===== src/rtl/sort_check_pkg.sv =====
// Shared types and constants for the sort_check_sink packet checker.
// Holds the FSM state encoding, LFSR seed/taps and the packet-counter width.
package sort_check_pkg;

  typedef enum logic {
    IDLE = 1'b0,
    RECV = 1'b1
  } state_t;

  localparam logic [7:0] LFSR_SEED = 8'hA5;
  // Fibonacci taps 8,6,5,4 mapped onto state bits 7,5,4,3.
  localparam logic [7:0] LFSR_TAPS = 8'b1011_1000;
  localparam int unsigned PKT_CNT_W = 16;

  function automatic logic [7:0] lfsr_next(input logic [7:0] cur);
    return {cur[6:0], ^(cur & LFSR_TAPS)};
  endfunction

endpackage


===== src/rtl/sort_check_sink_lfsr8.sv =====
// lfsr8: free-running 8-bit Fibonacci LFSR, loaded with seed on reset.
// Used as the pseudo-random ready source when SORT_CHECK_BP_EN is defined.
module lfsr8
  import sort_check_pkg::*;
(
  input  logic       clk_i,
  input  logic       rst_n_i,
  input  logic [7:0] seed,
  output logic [7:0] out
);

  logic [7:0] state_q;
  logic [7:0] state_d;

  always_comb begin
    state_d = lfsr_next(state_q);
  end

  always_ff @(posedge clk_i or negedge rst_n_i) begin
    if (!rst_n_i) begin
      state_q <= seed;
    end else begin
      state_q <= state_d;
    end
  end

  assign out = state_q;

endmodule


===== src/rtl/sort_check_sink.sv =====
// sort_check_sink: Avalon-ST sink checking packet length, ascending order and framing.
// Define SORT_CHECK_BP_EN to drive snk_ready_o from an LFSR for backpressure.
module sort_check_sink
  import sort_check_pkg::*;
#(
  parameter  int DWIDTH      = 8,
  parameter  int MAX_PKT_LEN = 1024,
  localparam int LEN_W       = $clog2(MAX_PKT_LEN + 1)
) (
  input  logic                 clk_i,
  input  logic                 rst_n_i,
  input  logic [DWIDTH-1:0]    snk_data_i,
  input  logic                 snk_startofpacket_i,
  input  logic                 snk_endofpacket_i,
  input  logic                 snk_valid_i,
  output logic                 snk_ready_o,
  output logic                 done_o,
  output logic [LEN_W-1:0]     pkt_len_o,
  output logic                 order_err_o,
  output logic                 framing_err_o,
  output logic [PKT_CNT_W-1:0] pkt_cnt_o
);

  state_t                 state_q, state_d;
  logic [LEN_W-1:0]       len_q, len_d;
  logic [DWIDTH-1:0]      prev_q, prev_d;
  logic                   ord_q, ord_d;
  logic                   ready_q, ready_d;
  logic                   done_q, done_d;
  logic [LEN_W-1:0]       pkt_len_q, pkt_len_d;
  logic                   order_err_q, order_err_d;
  logic                   framing_q, framing_d;
  logic [PKT_CNT_W-1:0]   cnt_q, cnt_d;
  logic                   beat;
  logic                   desc;

`ifdef SORT_CHECK_BP_EN
  logic [7:0] lfsr_state;

  lfsr8 u_lfsr (
    .clk_i   (clk_i),
    .rst_n_i (rst_n_i),
    .seed    (LFSR_SEED),
    .out     (lfsr_state)
  );
`endif

  assign beat = snk_valid_i & ready_q;
  assign desc = snk_data_i < prev_q;

  always_comb begin
    state_d     = state_q;
    len_d       = len_q;
    prev_d      = prev_q;
    ord_d       = ord_q;
    done_d      = 1'b0;
    pkt_len_d   = pkt_len_q;
    order_err_d = order_err_q;
    framing_d   = framing_q;
    cnt_d       = cnt_q;
`ifdef SORT_CHECK_BP_EN
    ready_d     = lfsr_state[0];
`else
    ready_d     = 1'b1;
`endif

    if (beat) begin
      if (snk_startofpacket_i) begin
        // A sop inside RECV abandons the partial packet and restarts here.
        if (state_q == RECV) framing_d = 1'b1;
        len_d  = LEN_W'(1);
        prev_d = snk_data_i;
        ord_d  = 1'b0;
        if (snk_endofpacket_i) begin
          state_d     = IDLE;
          done_d      = 1'b1;
          pkt_len_d   = LEN_W'(1);
          order_err_d = 1'b0;
          cnt_d       = cnt_q + PKT_CNT_W'(1);
        end else begin
          state_d = RECV;
        end
      end else if (state_q == IDLE) begin
        framing_d = 1'b1;
      end else if ((len_q == LEN_W'(MAX_PKT_LEN)) && !snk_endofpacket_i) begin
        framing_d = 1'b1;
        state_d   = IDLE;
      end else begin
        ord_d  = ord_q | desc;
        prev_d = snk_data_i;
        len_d  = len_q + LEN_W'(1);
        if (snk_endofpacket_i) begin
          state_d     = IDLE;
          done_d      = 1'b1;
          pkt_len_d   = len_q + LEN_W'(1);
          order_err_d = ord_q | desc;
          cnt_d       = cnt_q + PKT_CNT_W'(1);
        end
      end
    end
  end

  always_ff @(posedge clk_i or negedge rst_n_i) begin
    if (!rst_n_i) begin
      state_q     <= IDLE;
      len_q       <= '0;
      prev_q      <= '0;
      ord_q       <= 1'b0;
      ready_q     <= 1'b0;
      done_q      <= 1'b0;
      pkt_len_q   <= '0;
      order_err_q <= 1'b0;
      framing_q   <= 1'b0;
      cnt_q       <= '0;
    end else begin
      state_q     <= state_d;
      len_q       <= len_d;
      prev_q      <= prev_d;
      ord_q       <= ord_d;
      ready_q     <= ready_d;
      done_q      <= done_d;
      pkt_len_q   <= pkt_len_d;
      order_err_q <= order_err_d;
      framing_q   <= framing_d;
      cnt_q       <= cnt_d;
    end
  end

  assign snk_ready_o   = ready_q;
  assign done_o        = done_q;
  assign pkt_len_o     = pkt_len_q;
  assign order_err_o   = order_err_q;
  assign framing_err_o = framing_q;
  assign pkt_cnt_o     = cnt_q;

endmodule

===== config.mk =====
export PLATFORM = sky130hd
export DESIGN_NAME = sort_check_sink
export DESIGN_NICKNAME = d
export VERILOG_FILES = /design/src/rtl/sort_check_pkg.sv /design/src/rtl/sort_check_sink_lfsr8.sv /design/src/rtl/sort_check_sink.sv
export SDC_FILE = /design/constraint.sdc
export NUM_CORES = 1
export LEC_CHECK = 0
export CORE_ASPECT_RATIO = 1.25
export CORE_MARGIN = 2
export CORE_UTILIZATION = 60
export CTS_CLUSTER_DIAMETER = 100
export DETAILED_ROUTE_END_ITERATION = 10
export DONT_BUFFER_PORTS = 1
export HOLD_SLACK_MARGIN = 0.06
export PLACE_DENSITY = 0.76
export SETUP_SLACK_MARGIN = 0.5
export SYNTH_ARGS = -nofsm -noshare
export SYNTH_HDL_FRONTEND = slang
export SYNTH_SLANG_ARGS = --single-unit
export TNS_END_PERCENT = 100

===== constraint.sdc =====
create_clock -name clk_i -period 3.8 [get_ports clk_i]
set_clock_uncertainty 0.05 [all_clocks]
set_input_delay 0.76 -clock clk_i [delete_from_list [all_inputs] [get_ports clk_i]]
set_output_delay 0.76 -clock clk_i [all_outputs]
set_load 0.005 [all_outputs]

==> impl_metrics.ini, run 1 <==
[sta]
setup_viol = 0
setup_tns_ns = 0
tightest_slew_ns = 0.9122
period_share_pct = 59.30
min_period_ns = 2.254
slew_violations = 0
clock.fmax_mhz = 443.7
setup_slack_ns = 1.546
rsz0062_at_grt = false
hold_viol = 0
max_slew_margin_pct = 39.18

[placement]
dp_slack_ns = 1.394
place_congestion = 0.7497
port_buffers = 0
placed_area_sq_um = 2671
hpwlAfterDp_mm = 3.432

[yosys]
seq_area_frac_synth_pct = 49.03
yosys_warnings = 0
syn-num-nets = 273
synth_area_leaders = dfrtp_1 (49%), ha_1 (4.7%), xnor2_1 (3.3%), xor2_1 (3.3%), nand3_1 (3.0%)
synth_top_area_cell = dfrtp_1
synth-edff-count = 0
ys_ff_latch = 52
synth_top_area_share_pct = 49.03
synth_area_sq_um = 2654
synth_common_cells = dfrtp_1 (52), nand2_1 (21), inv_1 (18)
synth_ff_type = dfrtp_1
synth_cell_types = 51
syn-instance-count = 250
synth-async-reset-ratio_pct = 100.0
synth.most_common_cell = dfrtp_1
postSynthAreaPerCell_sq_um = 10.62

[clock_tree]
clkSlewWorstSetupHoldPaths_ns = 0.10
postCtsResizedCells = 0
clk-insertion-delay-late_ns = 0.31
cts_htree_levels = 2
cts_tree = built
cts_setup_buffers = 0
postCtsHoldBufs = 0
numCtsBuffers = 5
cts_max_path_buffers = 2
cts_root_buffer = clkbuf_8
cts.sinks = 52

[critical_path]
cp.arrival_ns = 2.40
reg2reg_slack_ns = 1.55
r2r_start = len_q[0]$_DFFE_PN0P_
path_max_fanout = 17
critical_path_class = reg2reg
reg2reg_depth = 6
reg2reg_to = len_q[7]$_DFFE_PN0P_
cp-end-kind = flop
worst-endpoint-required_ns = 3.95
startpoint_type = flop

[floorplan]
dieArea_sq_um = 4974
rows = 27
fp.dieW_um = 63.49
ios = 44
die_h_um = 78.36
core_area_sq_um = 4324
start_util_pct = 61.37

[drt]
via_count = 1797
drc_errors = 0
final_antenna_net_count = 0
totalWireLength_mm = 4.827
vias_per_cell = 5.853
post_drt_wl_per_cell_um = 15.72
drt_iter0_drc = 83
first_pass_iters = 4

[job]
drv_cap = 0

[grt]
grt_first_pass_wirelength_mm = 8.383
grt_pass1_vias = 1878
grt_max_degree = 53
antenna_found_initial = 0
track_usage_pct = 21.09
grt_overflow = 0

[finish]
fin_area_sq_um = 2793
diodes = 0
fin_util_pct = 64.58
area_delta_synth_final_pct = 5.233
drive_gt1_share_pct = 11.65
fin_nets = 271

[power_and_ir_drop]
leakagePower_nw = 1.223
swShare_pct = 29.45
p_switching_uw = 404.4
combPwrFrac_pct = 16.1
ir_drop_mv = 0.2728
intPower_uw = 968.7
pwr-share-clk_pct = 29.2
pwr_density_cell_nw_per_um2 = 491.7
power_frac_seq_pct = 54.7
power.total_mw = 1.373

[run_status]
outcome = finished clean

[hold_path]
holdCritPathClass = in2async
cells by family after synthesis:
logic type	synth area share [%]
compound gates	9.949
mux	5.893
other cells	0.1413
xor+xnor	6.600
simple gates	18.29
buf+inv	5.375
flops	49.03
fa+ha+maj	4.715
cells in the final DEF (no fill, tap or decap), types with 2 or more instances in the layout:
cell type / instances
nand2_1: 21
clkinv_1: 2
o21ai_1: 12
inv_1: 18
a21oi_1: 4
dfrtp_1: 52
nand4_1: 4
nand3_1: 16
xor2_1: 10
nor2b_1: 2
nor4_2: 4
mux2_4: 4
nor4_1: 2
o22ai_2: 2
mux2_1: 2
nor3_1: 8
ha_1: 10
nor4b_2: 2
xnor2_1: 10
o21ai_0: 2
or3_1: 4
nor2_1: 10
o31ai_1: 5
mux2_2: 3
mux2i_1: 4
nand2b_1: 2
a31oi_1: 4
clkbuf_8: 6
metal layers:
layer	track usage, %	up-vias	share of wire [%]
li1	-	866	-
met1	24.81	876	42
met2	36.11	44	50
met3	5.874	11	5.9
met4	8.696	0	1.8
met5	0	-	0
per-stage QoR:
stage | cells | hold slack, ns
3_5_place_dp | 299 | 0.4155
4_1_cts | 307 | 0.07880
6_report | 307 | 0.08648
5_1_grt | 307 | 0.06837
2_1_floorplan | 250 | 0.4126
3_3_place_gp | 299 | 0.4156
critical path, stage by stage, from the launching register on:
cell	delay [ns]
dfrtp_1	0.46
inv_1	0.07
ha_1	0.19
nor4b_2	0.16
nand4b_1	0.11
and2_1	0.74
mux2_4	0.35
registers in the layout, summed over array words and instances, names as in the netlist:
signal / flops
snk_ready_o: 1
pkt_len_o: 11
len_q: 11
ord_q: 1
prev_q: 8
state_q: 1
framing_err_o: 1
order_err_o: 1
pkt_cnt_o: 16
done_o: 1
power groups by stage:
stage          logic [mW]  registers, mW  clock network, mW
3_5_place_dp        0.221          0.763                  0
2_1_floorplan       0.204          0.728                  0
4_1_cts             0.222          0.753              0.408
6_report            0.221          0.751              0.401
5_1_grt             0.258          0.765              0.426
3_3_place_gp        0.211          0.762                  0
final cells by class:
type	instances	area [sq um]
multi-input combinational	167	1210
fill	392	1531
sequential	52	1301
inverter	21	80.08
clock buffer	6	82.58
tap	58	72.57
clock inverter	2	38.79
timing repair buffer	1	7.507
worst max path at each step:
stage                         startpoint                   end  cells after the start
detailed placement   snk_startofpacket_i  len_q[8]$_DFFE_PN0P_                      3
floorplan            snk_startofpacket_i  len_q[3]$_DFFE_PN0P_                      5
global route        len_q[0]$_DFFE_PN0P_  len_q[7]$_DFFE_PN0P_                      6
finish              len_q[0]$_DFFE_PN0P_  len_q[7]$_DFFE_PN0P_                      6
global placement     snk_startofpacket_i  len_q[8]$_DFFE_PN0P_                      3
CTS                 len_q[0]$_DFFE_PN0P_  len_q[7]$_DFFE_PN0P_                      6
No activity file was read; power rests on OpenSTA's default activity.
==> inputs of run 2 (changes only) <==
==> constraint.sdc (replaced) <==
create_clock -name clk_i -period 2.17 [get_ports clk_i]
set_clock_uncertainty 0.05 [all_clocks]
set_input_delay 0.434 -clock clk_i [delete_from_list [all_inputs] [get_ports clk_i]]
set_output_delay 0.434 -clock clk_i [all_outputs]
set_load 0.005 [all_outputs]
==> impl_metrics.ini, run 2 (same netlist as run 1, synthesis figures left out) <==
[floorplan]
dieArea_sq_um = 4974
start_util_pct = 61.37
core_area_sq_um = 4324
fp.dieW_um = 63.49
rows = 27
die_h_um = 78.36
ios = 44

[power_and_ir_drop]
power.total_mw = 2.353
pwr_density_cell_nw_per_um2 = 791.6
leakagePower_nw = 1.322
ir_drop_mv = 0.4196

[job]
drv_cap = 0

[critical_path]
r2r_start = len_q[0]$_DFFE_PN0P_
startpoint_type = flop
path_cells = inv_1 > ha_1 > nor4b_4 > nand4b_1 > and2_4 > mux2_4
reg2reg_depth = 6
crit_path_top_delay_cell = dfrtp_1
crit_family = simple AND/OR/NAND/NOR gates
cp.arrival_ns = 1.85
cp-startpoint = len_q[0]$_DFFE_PN0P_
critical_path_class = reg2reg
critPathBufInv = 1
path_max_fanout = 7
reg2reg_slack_ns = 0.47
cp-end-kind = flop
reg2reg_to = prev_q[0]$_DFFE_PN0P_
cpPeakStageDelay_ns = 0.43
crit_path_end = prev_q[0]$_DFFE_PN0P_
critical_path_depth = 6
worst-endpoint-required_ns = 2.32

[clock_tree]
cts_htree_levels = 2
clk-insertion-delay-late_ns = 0.31
cts_max_path_buffers = 2
clkSlewWorstSetupHoldPaths_ns = 0.09
cts_tree = built
cts_root_buffer = clkbuf_8
cts.sinks = 52
numCtsBuffers = 5

[grt]
grt_max_degree = 53
track_usage_pct = 22.00
grt_overflow = 0
grt_pass1_vias = 1860
grt_first_pass_wirelength_mm = 8.659
antenna_found_initial = 0

[placement]
port_buffers = 0
hpwlAfterDp_mm = 3.520
dp.cells = 302
place_congestion = 0.7702

[sta]
clock.fmax_mhz = 589.1
hold_viol = 52
slew_violations = 0
rsz0062_at_grt = true
setup_tns_ns = 0
min_period_ns = 1.697
setup_viol = 0
period_share_pct = 78.22
hold_ws_ns = -0.2424

[finish]
final_cell_mix = dfrtp_1 (50), nand2_1 (20), inv_1 (17)
finalNonFillerCells = 316
area_delta_synth_final_pct = 12.02
fin_nets = 280
largest_register_ffs = 16
drive_gt1_share_pct = 20.93
layout_commonest_cell = dfrtp_1
diodes = 0

[run_status]
violations = hold timing
outcome = finished with violations

[drt]
vias_per_cell = 5.883
via_count = 1859
first_pass_iters = 4
post_drt_wl_per_cell_um = 16.32
wl_met2_mm = 2.602
highest_layer = met4
drc_errors = 0
met1_length_mm = 2.191
wl_met3_um = 279
drt_iter0_drc = 103
final_antenna_net_count = 0
totalWireLength_mm = 5.157

[hold_path]
holdCritPathClass = in2async
run 2: changes by cell type in the layout (fill, tap and decap cells not counted), moves of 2 or more:
cell and change:
o21ai_2 +2, nor4_2 -2, buf_4 +6, dfrtp_1 -2, o21ai_1 -2, nand3_1 -2
clkinvlp_4 +2, dfrtp_2 +2, nor4_4 +3
run 2: power breakdown:
group          switching (mW)  internal [mW]
Combinational           0.218          0.237
Sequential              0.198           1.13
Clock                   0.317          0.258
run 2: how the worst min path moves through the flow:
stage                                           end    start  slack (ns)
after floorplan                    done_o$_DFF_PN0_  rst_n_i        0.09
after global placement    pkt_cnt_o[14]$_DFFE_PN0P_  rst_n_i        0.09
after detailed placement  pkt_cnt_o[13]$_DFFE_PN0P_  rst_n_i        0.09
after CTS                 pkt_cnt_o[13]$_DFFE_PN0P_  rst_n_i       -0.25
after global routing      pkt_cnt_o[13]$_DFFE_PN0P_  rst_n_i       -0.26
final                     pkt_cnt_o[13]$_DFFE_PN0P_  rst_n_i       -0.24
run 2: final cells by class:
class	instances	area, sq um
inverters	21	80.08
clock inverters	2	15.01
multi-input cells	167	1320
flip-flops and latches	52	1304
repair buffers	10	98.84
clock buffers	6	82.58
well taps	58	72.57
fillers	337	1351
run 2: repair_timing:
item                       CTS  global route
hold endpoints to repair    52            52
setup endpoints to repair   31            30
pin swaps                    1             3
buffers inserted             3             3
gates resized for setup     13            13
run 2: layer usage:
metal	vias up	track usage, %
met5	-	0
met4	0	9.130
met3	10	5.444
met2	46	34.95
met1	914	28.82
li1	889	-
run 2: worst register-to-register path, delay by kind of cell (launching register included):
kind | cells | cell delay (ns)
buffers and inverters | 1 | 0.07
muxes | 1 | 0.30
adders and majority gates | 1 | 0.13
DFF | 1 | 0.43
and+or+nand+nor | 3 | 0.61
run 2: through the flow:
| stage | util [%] | cell area (sq um) | hold slack (ns) | setup slack [ns] |
|---|---|---|---|---|
| CTS | 66.38 | 2870 | -0.2473 | 0.4858 |
| floorplan | - | 2663 | 0.08841 | 0.4414 |
| detailed placement | 62.50 | 2703 | 0.08987 | 0.2377 |
| finish | 68.75 | 2973 | -0.2424 | 0.4725 |
| global route | 68.75 | 2973 | -0.2569 | 0.3663 |
| global placement | 62.50 | 2703 | 0.08940 | 0.3016 |
==> inputs of run 3 (changes only) <==
==> constraint.sdc (replaced) <==
create_clock -name clk_i -period 1.7 [get_ports clk_i]
set_clock_uncertainty 0.05 [all_clocks]
set_input_delay 0.34 -clock clk_i [delete_from_list [all_inputs] [get_ports clk_i]]
set_output_delay 0.34 -clock clk_i [all_outputs]
set_load 0.005 [all_outputs]
==> impl_metrics.ini, run 3 (same netlist as run 1, synthesis figures left out) <==
[grt]
grt_max_degree = 53
top_usage_layer = met2
track_usage_pct = 28.02
grt_first_pass_wirelength_mm = 10.79
grtUsageMet1_pct = 33.24
grt_overflow = 0
grt_pass1_vias = 2254
grtUsageMet3_pct = 6.160
grt_use_met2_pct = 49.79
antenna_found_initial = 0

[finish]
fill_cells = 160
drive_gt1_share_pct = 48.25
final_cell_mix = dfrtp_1 (48), buf_4 (32), buf_6 (29)
largest_register_ffs = 16
area_delta_synth_final_pct = 45.92
fin_nets = 337
layout_commonest_cell = dfrtp_1
finalNonFillerCells = 373
fin_area_sq_um = 3872
diodes = 0

[critical_path]
crit_family = simple AND/OR/NAND/NOR gates
path_cells = inv_2 > ha_4 > nor4b_4 > nand4b_1 > and2_4 > mux2_4
worst-endpoint-required_ns = 1.85
cp.arrival_ns = 1.82
critical_path_class = reg2reg
crit_path_top_delay_cell = dfrtp_1
startpoint_type = flop
critPathBufInv = 1
path_max_fanout = 9
cp-end-kind = flop
cpPeakStageDelay_ns = 0.40

[power_and_ir_drop]
p_switching_mw = 1.235
combPwrFrac_pct = 30.0
leakagePower_nw = 1.749
power_frac_seq_pct = 45.2
intPower_mw = 2.515
swShare_pct = 32.93
pwr_density_cell_nw_per_um2 = 968.5
pwr-share-clk_pct = 24.8
ir_drop_mv = 0.7589

[placement]
hpwlAfterDp_mm = 4.004
port_buffers = 0
dp_slack_ns = -0.06847
dp.cells = 329
placed_area_sq_um = 3058
place_congestion = 0.7961

[clock_tree]
clk-insertion-delay-late_ns = 0.32
cts_tree = built
cts_htree_levels = 2
cts_max_path_buffers = 2
cts_root_buffer = clkbuf_8
clkSlewWorstSetupHoldPaths_ns = 0.11
cts.sinks = 52
numCtsBuffers = 5

[sta]
slew_violations = 0
clock.fmax_mhz = 597.9
hold_ws_ns = -0.3537
setup_viol = 0
setup_slack_ns = 0.02754
rsz0062_at_grt = true
period_share_pct = 98.38
hold_viol = 52
setup_tns_ns = 0
min_period_ns = 1.672

[run_status]
outcome = finished with violations
violations = hold timing

[drt]
vias_per_cell = 6.078
via_count = 2267
first_pass_iters = 4
post_drt_wl_per_cell_um = 21.15
drc_errors = 0
drt_iter0_drc = 85
totalWireLength_mm = 7.890
final_antenna_net_count = 0

[floorplan]
rows = 27
dieArea_sq_um = 4974
core_area_sq_um = 4324
ios = 44
start_util_pct = 61.37
die_h_um = 78.36
fp.dieW_um = 63.49

[job]
drv_cap = 0

[hold_path]
holdCritPathClass = in2async
[run 3: worst paths after layout]
kind	slack, ns	startpoint	depth (start not counted)	endpoint
max in group asynchronous	1.84	rst_n_i	0	len_q[9]$_DFFE_PN0P_
min in group clk_i	0.09	snk_startofpacket_i	1	len_q[6]$_DFFE_PN0P_
setup / recovery	0.03	len_q[1]$_DFFE_PN0P_	6	len_q[8]$_DFFE_PN0P_
setup reg to reg	0.03	len_q[1]$_DFFE_PN0P_	6	len_q[8]$_DFFE_PN0P_
hold reg to reg	0.45	pkt_cnt_o[15]$_DFFE_PN0P_	1	pkt_cnt_o[15]$_DFFE_PN0P_
hold / removal	-0.35	rst_n_i	0	pkt_cnt_o[13]$_DFFE_PN0P_
[run 3: stage by stage]
stage	util [%]	total power, mW
2_1_floorplan	-	2.143
3_3_place_gp	70.72	2.343
3_5_place_dp	70.72	2.378
4_1_cts	82.99	3.467
5_1_grt	89.55	3.870
6_report	89.55	3.750
[run 3: worst reg2reg max path, delay by kind of cell (launching register included)]
family / cells / cell delay, ns
flops: 1 / 0.40
fa+ha+maj: 1 / 0.12
simple gates: 3 / 0.60
mux: 1 / 0.30
buf+inv: 1 / 0.09
[run 3: final cells by class]
class / instances / area, sq um / share of cell area, %
multi-input cells: 167 / 1629 / 42.07
flip-flops and latches: 52 / 1306 / 33.73
clock inverters: 2 / 38.79 / 1.002
inverters: 21 / 86.33 / 2.229
clock buffers: 6 / 82.58 / 2.132
well taps: 58 / 72.57 / 1.874
repair buffers: 67 / 656.9 / 16.96
[run 3: repair_timing]
item                       in CTS  in global routing
hold endpoints to repair       58                 53
hold buffers                    1                  1
buffers inserted               22                 12
pin swaps                      24                 21
setup endpoints to repair      57                 59
gates resized for setup        61                 37
[run 3: power by group through the flow]
stage          clock, mW  sequential [mW]  combinational (mW)
2_1_floorplan          0             1.64               0.507
3_3_place_gp           0             1.64               0.701
3_5_place_dp           0             1.65               0.726
4_1_cts            0.918             1.65               0.903
5_1_grt            0.964             1.71                1.20
6_report           0.929             1.70                1.13
[run 3: layer usage]
layer	up-vias	routed length, um
met2	85	4152
met5	-	0
met3	22	428
met4	0	235
li1	998	-
met1	1162	3074
